--- config.mk ---
export PLATFORM = sky130hd
export DESIGN_NAME = vram_arbiter
export DESIGN_NICKNAME = d
export VERILOG_FILES = /design/src/rtl/video_pkg.sv /design/src/rtl/vram_pending.sv /design/src/rtl/vram_arbiter.sv
export SDC_FILE = /design/constraint.sdc
export NUM_CORES = 1
export LEC_CHECK = 0
export BUFFER_PORTS_ARGS = -buffer_cell sky130_fd_sc_hd__buf_4
export CORE_ASPECT_RATIO = 1.2
export CORE_UTILIZATION = 30
export DETAILED_ROUTE_END_ITERATION = 10
export SYNTH_ARGS = -nofsm -noshare
export SYNTH_HDL_FRONTEND = slang
export SYNTH_SLANG_ARGS = --single-unit
export TNS_END_PERCENT = 30
--- constraint.sdc ---
create_clock -name clk24 -period 2.2 [get_ports clk24]
set_input_delay 0.11 -clock clk24 [delete_from_list [all_inputs] [get_ports clk24]]
set_output_delay 0.11 -clock clk24 [all_outputs]
set_load 0.01 [all_outputs]
--- src/rtl/video_pkg.sv ---
// Shared encodings and default timing for the video memory path.
package video_pkg;

   typedef enum logic [2:0] {
      IDLE = 3'd0,
      VRD  = 3'd1,
      CRD  = 3'd2,
      CWS  = 3'd3,
      CWP  = 3'd4,
      CWH  = 3'd5
   } state_t;

   localparam int RD_WAIT_DEF  = 1;
   localparam int WR_PULSE_DEF = 2;

endpackage

--- src/rtl/vram_pending.sv ---
// One-entry latch for a video fetch that arrives while the SRAM is busy.
module vram_pending (
   input  logic        clk24,
   input  logic        reset,
   input  logic        capture,
   input  logic        take,
   input  logic [15:0] addr_in,
   output logic        vld,
   output logic [15:0] addr
);

   // Sticky: a second fetch replaced one still waiting.
   logic overrun;

   always_ff @(posedge clk24 or posedge reset) begin
      if (reset) begin
         vld     <= 1'b0;
         addr    <= '0;
         overrun <= 1'b0;
      end else if (capture) begin
         vld  <= 1'b1;
         addr <= addr_in;
         if (vld) overrun <= 1'b1;
      end else if (take) begin
         vld <= 1'b0;
      end
   end

endmodule

--- src/rtl/vram_arbiter.sv ---
// SRAM owner: fixed-latency video byte reads, CPU reads/writes outside the video slice.
module vram_arbiter
   import video_pkg::*;
#(
   parameter int RD_WAIT  = RD_WAIT_DEF,
   parameter int WR_PULSE = WR_PULSE_DEF
) (
   input  logic        clk24,
   input  logic        reset,
   input  logic        video_slice,
   input  logic [15:0] video_addr,
   input  logic        video_req,
   output logic [7:0]  video_dq,
   output logic        video_valid,
   input  logic        cpu_rd,
   input  logic        cpu_wr,
   input  logic [15:0] cpu_addr,
   input  logic [7:0]  cpu_din,
   output logic [7:0]  cpu_dout,
   output logic        cpu_ready,
   output logic [15:0] sram_addr,
   input  logic [7:0]  sram_dq_in,
   output logic [7:0]  sram_dq_out,
   output logic        sram_dq_oe,
   output logic        sram_oe_n,
   output logic        sram_we_n
);

   localparam logic [1:0] RD_CNT = 2'(RD_WAIT);
   localparam logic [1:0] WR_CNT = 2'(WR_PULSE - 1);

   state_t      state, state_nx;
   logic [1:0]  cnt, cnt_nx;
   logic [15:0] addr_nx;
   logic [7:0]  dq_out_nx, vdq_nx, cdout_nx;
   logic        oe_n_nx, we_n_nx, dq_oe_nx, vvalid_nx, cready_nx;
   logic        take_video;
   logic        pend_vld;
   logic [15:0] pend_addr;

   vram_pending u_pend (
      .clk24   (clk24),
      .reset   (reset),
      .capture (video_req && (state != IDLE)),
      .take    (take_video),
      .addr_in (video_addr),
      .vld     (pend_vld),
      .addr    (pend_addr)
   );

   // CPU is not accepted while cpu_ready is high: the request level is still
   // up for that cycle and would otherwise start a duplicate access.
   always_comb begin
      state_nx   = state;
      cnt_nx     = cnt;
      addr_nx    = sram_addr;
      dq_out_nx  = sram_dq_out;
      oe_n_nx    = sram_oe_n;
      we_n_nx    = 1'b1;
      dq_oe_nx   = sram_dq_oe;
      vdq_nx     = video_dq;
      cdout_nx   = cpu_dout;
      vvalid_nx  = 1'b0;
      cready_nx  = 1'b0;
      take_video = 1'b0;
      case (state)
         IDLE: begin
            oe_n_nx  = 1'b1;
            dq_oe_nx = 1'b0;
            if (pend_vld || video_req) begin
               take_video = 1'b1;
               state_nx   = VRD;
               addr_nx    = video_req ? video_addr : pend_addr;
               oe_n_nx    = 1'b0;
               cnt_nx     = RD_CNT;
            end else if (!video_slice && !cpu_ready && cpu_rd) begin
               state_nx = CRD;
               addr_nx  = cpu_addr;
               oe_n_nx  = 1'b0;
               cnt_nx   = RD_CNT;
            end else if (!video_slice && !cpu_ready && cpu_wr) begin
               state_nx  = CWS;
               addr_nx   = cpu_addr;
               dq_out_nx = cpu_din;
               dq_oe_nx  = 1'b1;
            end
         end
         VRD, CRD: begin
            if (cnt == 2'd0) begin
               state_nx = IDLE;
               oe_n_nx  = 1'b1;
               if (state == VRD) begin
                  vdq_nx    = sram_dq_in;
                  vvalid_nx = 1'b1;
               end else begin
                  cdout_nx  = sram_dq_in;
                  cready_nx = 1'b1;
               end
            end else begin
               cnt_nx = cnt - 2'd1;
            end
         end
         CWS: begin
            state_nx = CWP;
            we_n_nx  = 1'b0;
            cnt_nx   = WR_CNT;
         end
         CWP: begin
            if (cnt == 2'd0) begin
               state_nx = CWH;
            end else begin
               cnt_nx  = cnt - 2'd1;
               we_n_nx = 1'b0;
            end
         end
         CWH: begin
            state_nx  = IDLE;
            dq_oe_nx  = 1'b0;
            cready_nx = 1'b1;
         end
         default: begin
            state_nx = IDLE;
            oe_n_nx  = 1'b1;
            dq_oe_nx = 1'b0;
         end
      endcase
   end

   always_ff @(posedge clk24 or posedge reset) begin
      if (reset) begin
         state       <= IDLE;
         cnt         <= '0;
         sram_addr   <= '0;
         sram_dq_out <= '0;
         sram_oe_n   <= 1'b1;
         sram_we_n   <= 1'b1;
         sram_dq_oe  <= 1'b0;
         video_dq    <= '0;
         cpu_dout    <= '0;
         video_valid <= 1'b0;
         cpu_ready   <= 1'b0;
      end else begin
         state       <= state_nx;
         cnt         <= cnt_nx;
         sram_addr   <= addr_nx;
         sram_dq_out <= dq_out_nx;
         sram_oe_n   <= oe_n_nx;
         sram_we_n   <= we_n_nx;
         sram_dq_oe  <= dq_oe_nx;
         video_dq    <= vdq_nx;
         cpu_dout    <= cdout_nx;
         video_valid <= vvalid_nx;
         cpu_ready   <= cready_nx;
      end
   end

endmodule

### Yosys cells after proc, flatten, opt, wreduce, memory -nomap -nowiden

Index checks and enable logic that the tools add are counted.

| word-level totals | value |
|---|---|
| input bits | 54 |
| logic and storage cells | 86 |
| flip-flop bits (word level) | 67 |
| output and inout bits | 45 |

| cells by class | value |
|---|---|
| bitwise operators | 4 |
| reductions and logical operators | 24 |
| multiplexer cells | 34 |
| equality and inequality tests | 10 |
| add/sub/neg operators | 1 |

Operators by type and width:

| operator | number |
|---|---|
| $mux 16 | 4 |
| $mux 1 | 16 |
| $mux 3 | 5 |
| $pmux 3 s4 | 1 |
| $reduce_and 3->1 | 4 |
| $reduce_bool 3->1 | 3 |
| $eq 3x2->1 const B | 2 |
| $eq 3x3->1 const B | 2 |
| $mux 2 | 3 |
| $ne 2x2->1 const B | 3 |
| $pmux 1 s2 | 3 |
| $pmux 2 s3 | 1 |
| $reduce_or 3->1 | 2 |
| $logic_and 1x1->1 | 4 |
| $ne 4x4->1 const B | 1 |
| $not 1->1 | 4 |
| $reduce_and 2->1 | 2 |
| $reduce_and 4->1 | 1 |
| $reduce_or 4->1 | 1 |
| $eq 3x1->1 const B | 1 |
| $logic_not 3->1 | 1 |
| $ne 3x3->1 const B | 1 |
| $pmux 1 s3 | 1 |
| $logic_not 1->1 | 2 |
| 5 further kinds | 5 |

### Depth between registers and ports, before layout

Gate-level depths: netlist of the first run.

| depth | value |
|---|---|
| depth in word-level cells | 7 |
| depth in mapped cells | 6 |
| depth with buffers taken out | 6 |

### Cells and area by module

A second synthesis of the first run with hierarchy kept.

| unflattened totals | value |
|---|---|
| cells, all modules | 237 |
| area total of the unflattened synthesis | 3,159.3 um^2 |

By module, submodules not included:

| module | cells each | instances | seq. area each (um^2) | area each (um^2) |
|---|---|---|---|---|
| vram_arbiter | 199 | 1 | 1,253.7 | 2,472.4 |
| vram_pending | 38 | 1 | 425.4 | 686.9 |

### Worst setup path before layout of the first run

Ideal clock, no wire load.

| timing | value |
|---|---|
| path kind | reg2reg |
| from | register cnt[0] |
| to | register cpu_dout[0] |
| slack | 0.643 ns |
| buffers on the path | 0 |
| library setup time | 0.125 ns |
| data required time | 2.075 ns |
| arrival | 1.433 ns |
| period minus slack after synthesis | 1.557 ns |
| cell stages (with the launch flop) | 6 |
| cell sequence | dfrtp_1 inv_1 ha_1 inv_1 nor3b_4 mux2_2 |

| between the ends | value |
|---|---|
| cells in the longest elaborated chain, start to end | 2 |

Ends and longest elaborated chain:

| element | RTL line | text |
|---|---|---|
| from (decl) | vram_arbiter.sv:33 | `logic [1:0] cnt, cnt_nx;` |
| from (signal assigned) | vram_arbiter.sv:144 | `cnt <= cnt_nx;` |
| $logic_not 2->1 | vram_arbiter.sv:89 | `if (cnt == 2'd0) begin` |
| $reduce_and 3->1 (no source line) | n/a |  |
| to (signal assigned) | vram_arbiter.sv:151 | `cpu_dout <= cdout_nx;` |
| to (decl) | vram_arbiter.sv:19 | `output logic [7:0] cpu_dout,` |

No other way between the ends.
A chain may end at the register's enable or synchronous reset.

### Worst setup path after layout of the first run

| timing | value |
|---|---|
| from | register state[1] |
| to | register cpu_dout[2] |

| between the ends | value |
|---|---|
| cells in the longest elaborated chain, start to end | 3 |
| elaborated cells on any way between the ends | 5 |
| classes of those cells | eq/ne: 2; bitwise: 1; reduce/logical: 2 |

Ends and longest elaborated chain:

| element | RTL line | text |
|---|---|---|
| from (decl) | vram_arbiter.sv:32 | `state_t state, state_nx;` |
| from (signal assigned) | vram_arbiter.sv:143 | `state <= state_nx;` |
| $eq 3x1->1 / $eq 3x2->1 (equally long branches) | vram_arbiter.sv:66, vram_arbiter.sv:92 |  |
| $reduce_or 2->1 / $not 1->1 (equally long branches) | n/a |  |
| $reduce_and 3->1 (no source line) (*) | n/a |  |

Mark *: on every way between the ends. The rest lies on a longest branch, timed or not.

==> results.yml, run 1 <==
floorplanning:
  start_util_pct: 31.3
  fp.dieH_um: 112
  ioPinCount: 99
  num_rows: 39
  core_area_um2: 9660
  die_w_um: 93.6
  die_area_um2: 10500
sta:
  finalSetupViolCount: 0
  rsz0062_at_grt: "false"
  relSlewSlack_pct: 63.6
  tns_ps: 0
  worst_pin_slew_ps: 538
  final.min_clock_period_ps: 1880
  slew_viol_final: 0
  finClkSkew_ps: 6.76
  fin_crit_sh_pct: 85.3
  finalHoldViolCount: 0
  max_freq_mhz: 533
clock_tree:
  tritoncts: "done"
  clock_path_buffers: 2
  path_clk_slew_ps: 60
  cts.sinks: 67
  h-tree-depth: 3
  cts-resized-gates: 0
  cts_root_buf: "clkbuf_16"
  clk_latency_ps: 320
  numCtsBuffers: 9
worst_setup_path:
  r2r_slack_ps: 320
  timing.rr.end: "cpu_dout[2]"
  worst_ep_arrival_time_ps: 2080
  startpoint: "state[1]"
  end_kind: "register"
  crit_end: "cpu_dout[2]"
  worstSetupPathType: "reg -> reg"
  r2r-start: "state[1]"
  cp_max_fo: 14
  cp.required_ps: 2400
  critPathLaunchType: "register"
  rr_worst_depth: 3
power:
  power_mw: 5.92
  peakVddDrop_mv: 0.588
  p_leak_nw: 2.00
  p_per_area_nw_per_um2: 1420
placed_design:
  dp_cells: 444
  finalWeightedCongestion: 0.735
  numPortBuffers: 98
  dp_hpwl_mm: 4.83
route:
  drt_first_pass_iters: 4
  viasPerCell: 4.69
  drtIter0Drc: 52
  antenna_left: 0
  wirelength_mm: 6.87
  wl_per_cell_um: 14.9
  vias: 2160
  drcViolationCount: 0
synth:
  syn_inst: 231
  synth.avg_cell_area_um2: 13.1
  yosysWarnings: 0
  synth_seq_area_share_pct: 55.6
  synth_seq_cells: 67
  synthesis.nets: 286
  synth_cell_type_count: 38
  syn_area_um2: 3020
worst_hold_path:
  hp-class: "in -> reg"
  min_from: "cpu_din[6]"
run_status:
  outcome: "completed"
cells_and_area:
  syn2layout_area_growth_pct: 37.9
  multiInputGateArea_um2: 1250
  regArea_um2: 1680
  antennaDiodeCount: 0
  nets: 388
  final_cells: 461
  fillCellCount: 908
  drive_gt1_share_pct: 54.4
job:
  maxCapViolCount: 0
global_route:
  grt_use_total_pct: 14.1
  antenna_found_initial: 0
  grt_pass1_vias: 2390
  grt_overflow: 0
  grt_max_degree: 68
  grt_first_pass_wirelength_mm: 11.4
per-stage QoR:
stage / utilization [%] / hold WS (ps) / cell area, µm² / setup WS (ps)
2_1_floorplan: - / 260 / 3020 / 410
3_3_place_gp: 40.1 / 227 / 3870 / 367
3_5_place_dp: 40.1 / 223 / 3870 / 343
4_1_cts: 43.1 / 3.48 / 4170 / 319
5_1_grt: 43.1 / 12.4 / 4170 / 168
6_report: 43.1 / 17.0 / 4170 / 323
flip-flops by register name, summed over array words and instances, names as in the netlist:
signal	flops
u_pend.vld	1
cpu_dout	8
video_valid	1
sram_dq_oe	1
sram_oe_n	1
cpu_ready	1
sram_we_n	1
state	3
sram_addr	16
sram_dq_out	8
video_dq	8
cnt	2
u_pend.addr	16
worst min-delay path by stage:
stage	cells after the start	slack, ps	endpoint
floorplan	1	260	u_pend.addr[0]
global placement	3	230	sram_dq_out[6]
detailed placement	3	220	sram_dq_out[6]
CTS	2	3	sram_dq_out[6]
global route	2	10	sram_dq_out[3]
finish	2	20	sram_dq_out[6]
Yosys cell counts, drive strengths merged:
cell type / count / area share [%]
dfstp: 2 / 1.7
o31ai: 2 / 0.50
nor2b: 2 / 0.41
a21oi: 1 / 0.17
a21o: 1 / 0.25
o21ai: 20 / 3.4
clkbuf: 3 / 0.37
buf: 8 / 2.0
and2b: 1 / 0.25
nand2: 20 / 2.6
nor3: 4 / 1.2
o211ai: 1 / 0.25
o21a: 1 / 0.25
nor2: 6 / 0.75
nor4b: 1 / 0.29
nand3: 2 / 0.50
dfrtp: 65 / 54
o41ai: 1 / 0.29
inv: 4 / 0.50
mux2i: 16 / 5.3
a211oi: 1 / 0.25
nor3b: 3 / 1.1
mux2: 58 / 22
a22oi: 2 / 0.50
nand2b: 1 / 0.21
or2: 1 / 0.21
or3: 1 / 0.21
o21bai: 1 / 0.25
ha: 1 / 0.41
a22o: 1 / 0.29
cells in the final DEF (no fill, tap or decap), types with 2 or more instances in the layout:
master,n
clkbuf_1,2
nor2b_1,2
o31ai_1,2
mux2_2,58
a22oi_1,2
buf_4,100
nor3_1,2
nand2_2,2
o21ai_0,19
dfstp_2,2
nor2_1,6
clkbuf_8,3
mux2i_1,16
inv_1,3
clkbuf_16,9
clkinv_2,2
dfrtp_1,65
nor3b_1,2
nand2_1,18
layout make-up:
class	count	area share [%]
clock buffers	14	6.57
multi-input cells	149	30.1
repair buffers	102	18.7
flip-flops and latches	67	40.3
inverters	4	0.360
clock inverters	2	0.240
well taps	123	3.69
logic make-up (layout without fill, tap and decap cells):
| family | after synthesis | count (layout) | share of synthesized area (%) |
|---|---|---|---|
| simple gates | 42 | 42 | 7.78 |
| fa+ha+maj | 1 | 1 | 0.414 |
| compound gates | 32 | 32 | 6.42 |
| flops | 67 | 67 | 55.6 |
| buf+inv | 15 | 122 | 2.90 |
| mux | 74 | 74 | 26.9 |
worst max-delay path, stage by stage (launching register included):
cell	delay [ps]
dfrtp_1	610
and2b_1	280
nor3b_4	470
mux2_2	400
metal layers:
| metal | routed length (µm) | share of wire [%] | up-vias | GRT usage [%] |
|---|---|---|---|---|
| met5 | 0 | 0 | - | 0 |
| met1 | 3110 | 45 | 1044 | 17.9 |
| li1 | - | - | 1024 | - |
| met3 | 554 | 8.1 | 11 | 4.17 |
| met2 | 3090 | 45 | 81 | 22.4 |
| met4 | 123 | 1.8 | 0 | 5.85 |
report_power, final:
part / switching, mW / internal, mW
clock network: 0.485 / 0.851
logic: 1.01 / 1.38
registers: 0.366 / 1.83
total: 1.86 / 4.06
repair_timing:
item                                   in CTS  in global routing
hold buffers                                1                  0
endpoints found under the hold margin      65                  0
buffers inserted                            0                  0
Note: power is estimated with default switching activity, not from simulation.
==> run 2, diff against run 1 <==
Settings changed: CORE_UTILIZATION 30 to 39, RECOVER_POWER set to 50.
==> results.yml, run 2 (synthesis gave the netlist of run 1 again) <==
clock_tree:
  tritoncts: "done"
  cts_setup_buffers: 0
  clk_latency_ps: 340
  cts.sinks: 67
  path_clk_slew_ps: 70
  h-tree-depth: 3
  cts_root_buf: "clkbuf_8"
  numCtsBuffers: 9
  clock_path_buffers: 2
placed_design:
  dp_slack_ps: 345
  dp_cells: 412
  finalWeightedCongestion: 0.774
  numPortBuffers: 98
  place_area_um2: 3840
  dp_hpwl_mm: 4.55
sta:
  hold_ws_ps: 17.6
  fin_ws_ps: 328
  relSlewSlack_pct: 31.9
  finalHoldViolCount: 0
  rsz0062_at_grt: "false"
  finClkSkew_ps: 9.39
  slew_viol_final: 0
  tns_ps: 0
  fin_crit_sh_pct: 85.1
  worst_pin_slew_ps: 1020
  final.min_clock_period_ps: 1870
  finalSetupViolCount: 0
  max_freq_mhz: 534
job:
  maxCapViolCount: 0
floorplanning:
  start_util_pct: 41.1
  fp.dieH_um: 98.4
  ioPinCount: 99
  die_w_um: 82.4
  num_rows: 34
  core_area_um2: 7360
  die_area_um2: 8100
global_route:
  grt_use_total_pct: 18.0
  grt_max_degree: 44
  antenna_found_initial: 0
  grt_first_pass_wirelength_mm: 10.9
  grt_overflow: 0
  grt_pass1_vias: 2361
worst_setup_path:
  end_kind: "register"
  worstSetupPathType: "reg -> reg"
  critPathLaunchType: "register"
  cp.required_ps: 2420
  worst_ep_arrival_time_ps: 2090
  cp_max_fo: 13
run_status:
  outcome: "completed"
route:
  wl_per_cell_um: 15.0
  drt_first_pass_iters: 4
  viasPerCell: 5.00
  wirelength_mm: 6.67
  drcViolationCount: 0
  drtIter0Drc: 57
  vias: 2226
  antenna_left: 0
worst_hold_path:
  hp-class: "in -> reg"
cells_and_area:
  utilization_pct: 55.1
  antennaDiodeCount: 0
  fin_area_um2: 4060
  nets: 405
  syn2layout_area_growth_pct: 34.3
  layout_common_cells: "65 x dfrtp_1, 58 x mux2_2, 55 x buf_4"
  reg_top3: "sram_addr x16, u_pend.addr x16"
  final_cells: 445
  drive_gt1_share_pct: 39.7
  final_common_cell: "dfrtp_1"
power:
  peakVddDrop_mv: 0.668
  p_per_area_nw_per_um2: 1330
  power_mw: 5.40
  p_leak_nw: 1.86
run 2: cell types whose count changed in the layout (fill, tap and decap cells not counted), moves of 2 or more:
| cell | change |
|---|---|
| buf_4 | -45 |
| clkinvlp_4 | +3 |
| clkbuf_8 | +6 |
| bufinv_16 | +2 |
| clkbuf_1 | +43 |
| dlygate4sd3_1 | +16 |
| clkbuf_16 | -9 |
run 2: final timing paths:
| check | start | endpoint | slack (ps) | cells after the start |
|---|---|---|---|---|
| max | state[2] | cpu_dout[4] | 330 | 3 |
| min | sram_dq_in[6] | video_dq[6] | 20 | 2 |
| max reg2reg | state[2] | cpu_dout[4] | 330 | 3 |
| min reg2reg | sram_dq_out[2] | sram_dq_out[2] | 510 | 1 |
| max in group asynchronous | reset | cpu_dout[5] | 840 | 4 |
| min in group asynchronous | reset | video_dq[4] | 580 | 3 |
run 2: critical path, stage by stage, from the launching register on:
cell,delay [ps]
dfrtp_1,530
and2b_1,350
nor3b_4,480
mux2_2,390
run 2: routing by layer:
layer,vias up,GRT usage [%],routed length (µm)
li1,1060,-,-
met1,1083,21.7,2850
met2,73,28.9,3160
met3,10,6.20,548
met4,0,7.69,109
met5,-,0,0
run 2: area by class of cell:
type,count,area [µm²]
clock buffers,9,124
well taps,90,113
repair buffers,119,779
clock inverters,7,92.6
multi-input cells,149,1250
fillers,673,3300
flip-flops and latches,67,1680
inverters,4,15.0
run 2: timing repair:
item,CTS,global route
resized for setup,0,0
hold endpoints to repair,38,0
hold buffers,17,0
run 2: power breakdown:
group          leakage (nW)  total (mW)  internal (mW)  switching [mW]
registers             0.818        2.14           1.82           0.313
logic                 0.943        2.15           1.11            1.04
clock network         0.101        1.11          0.634           0.479
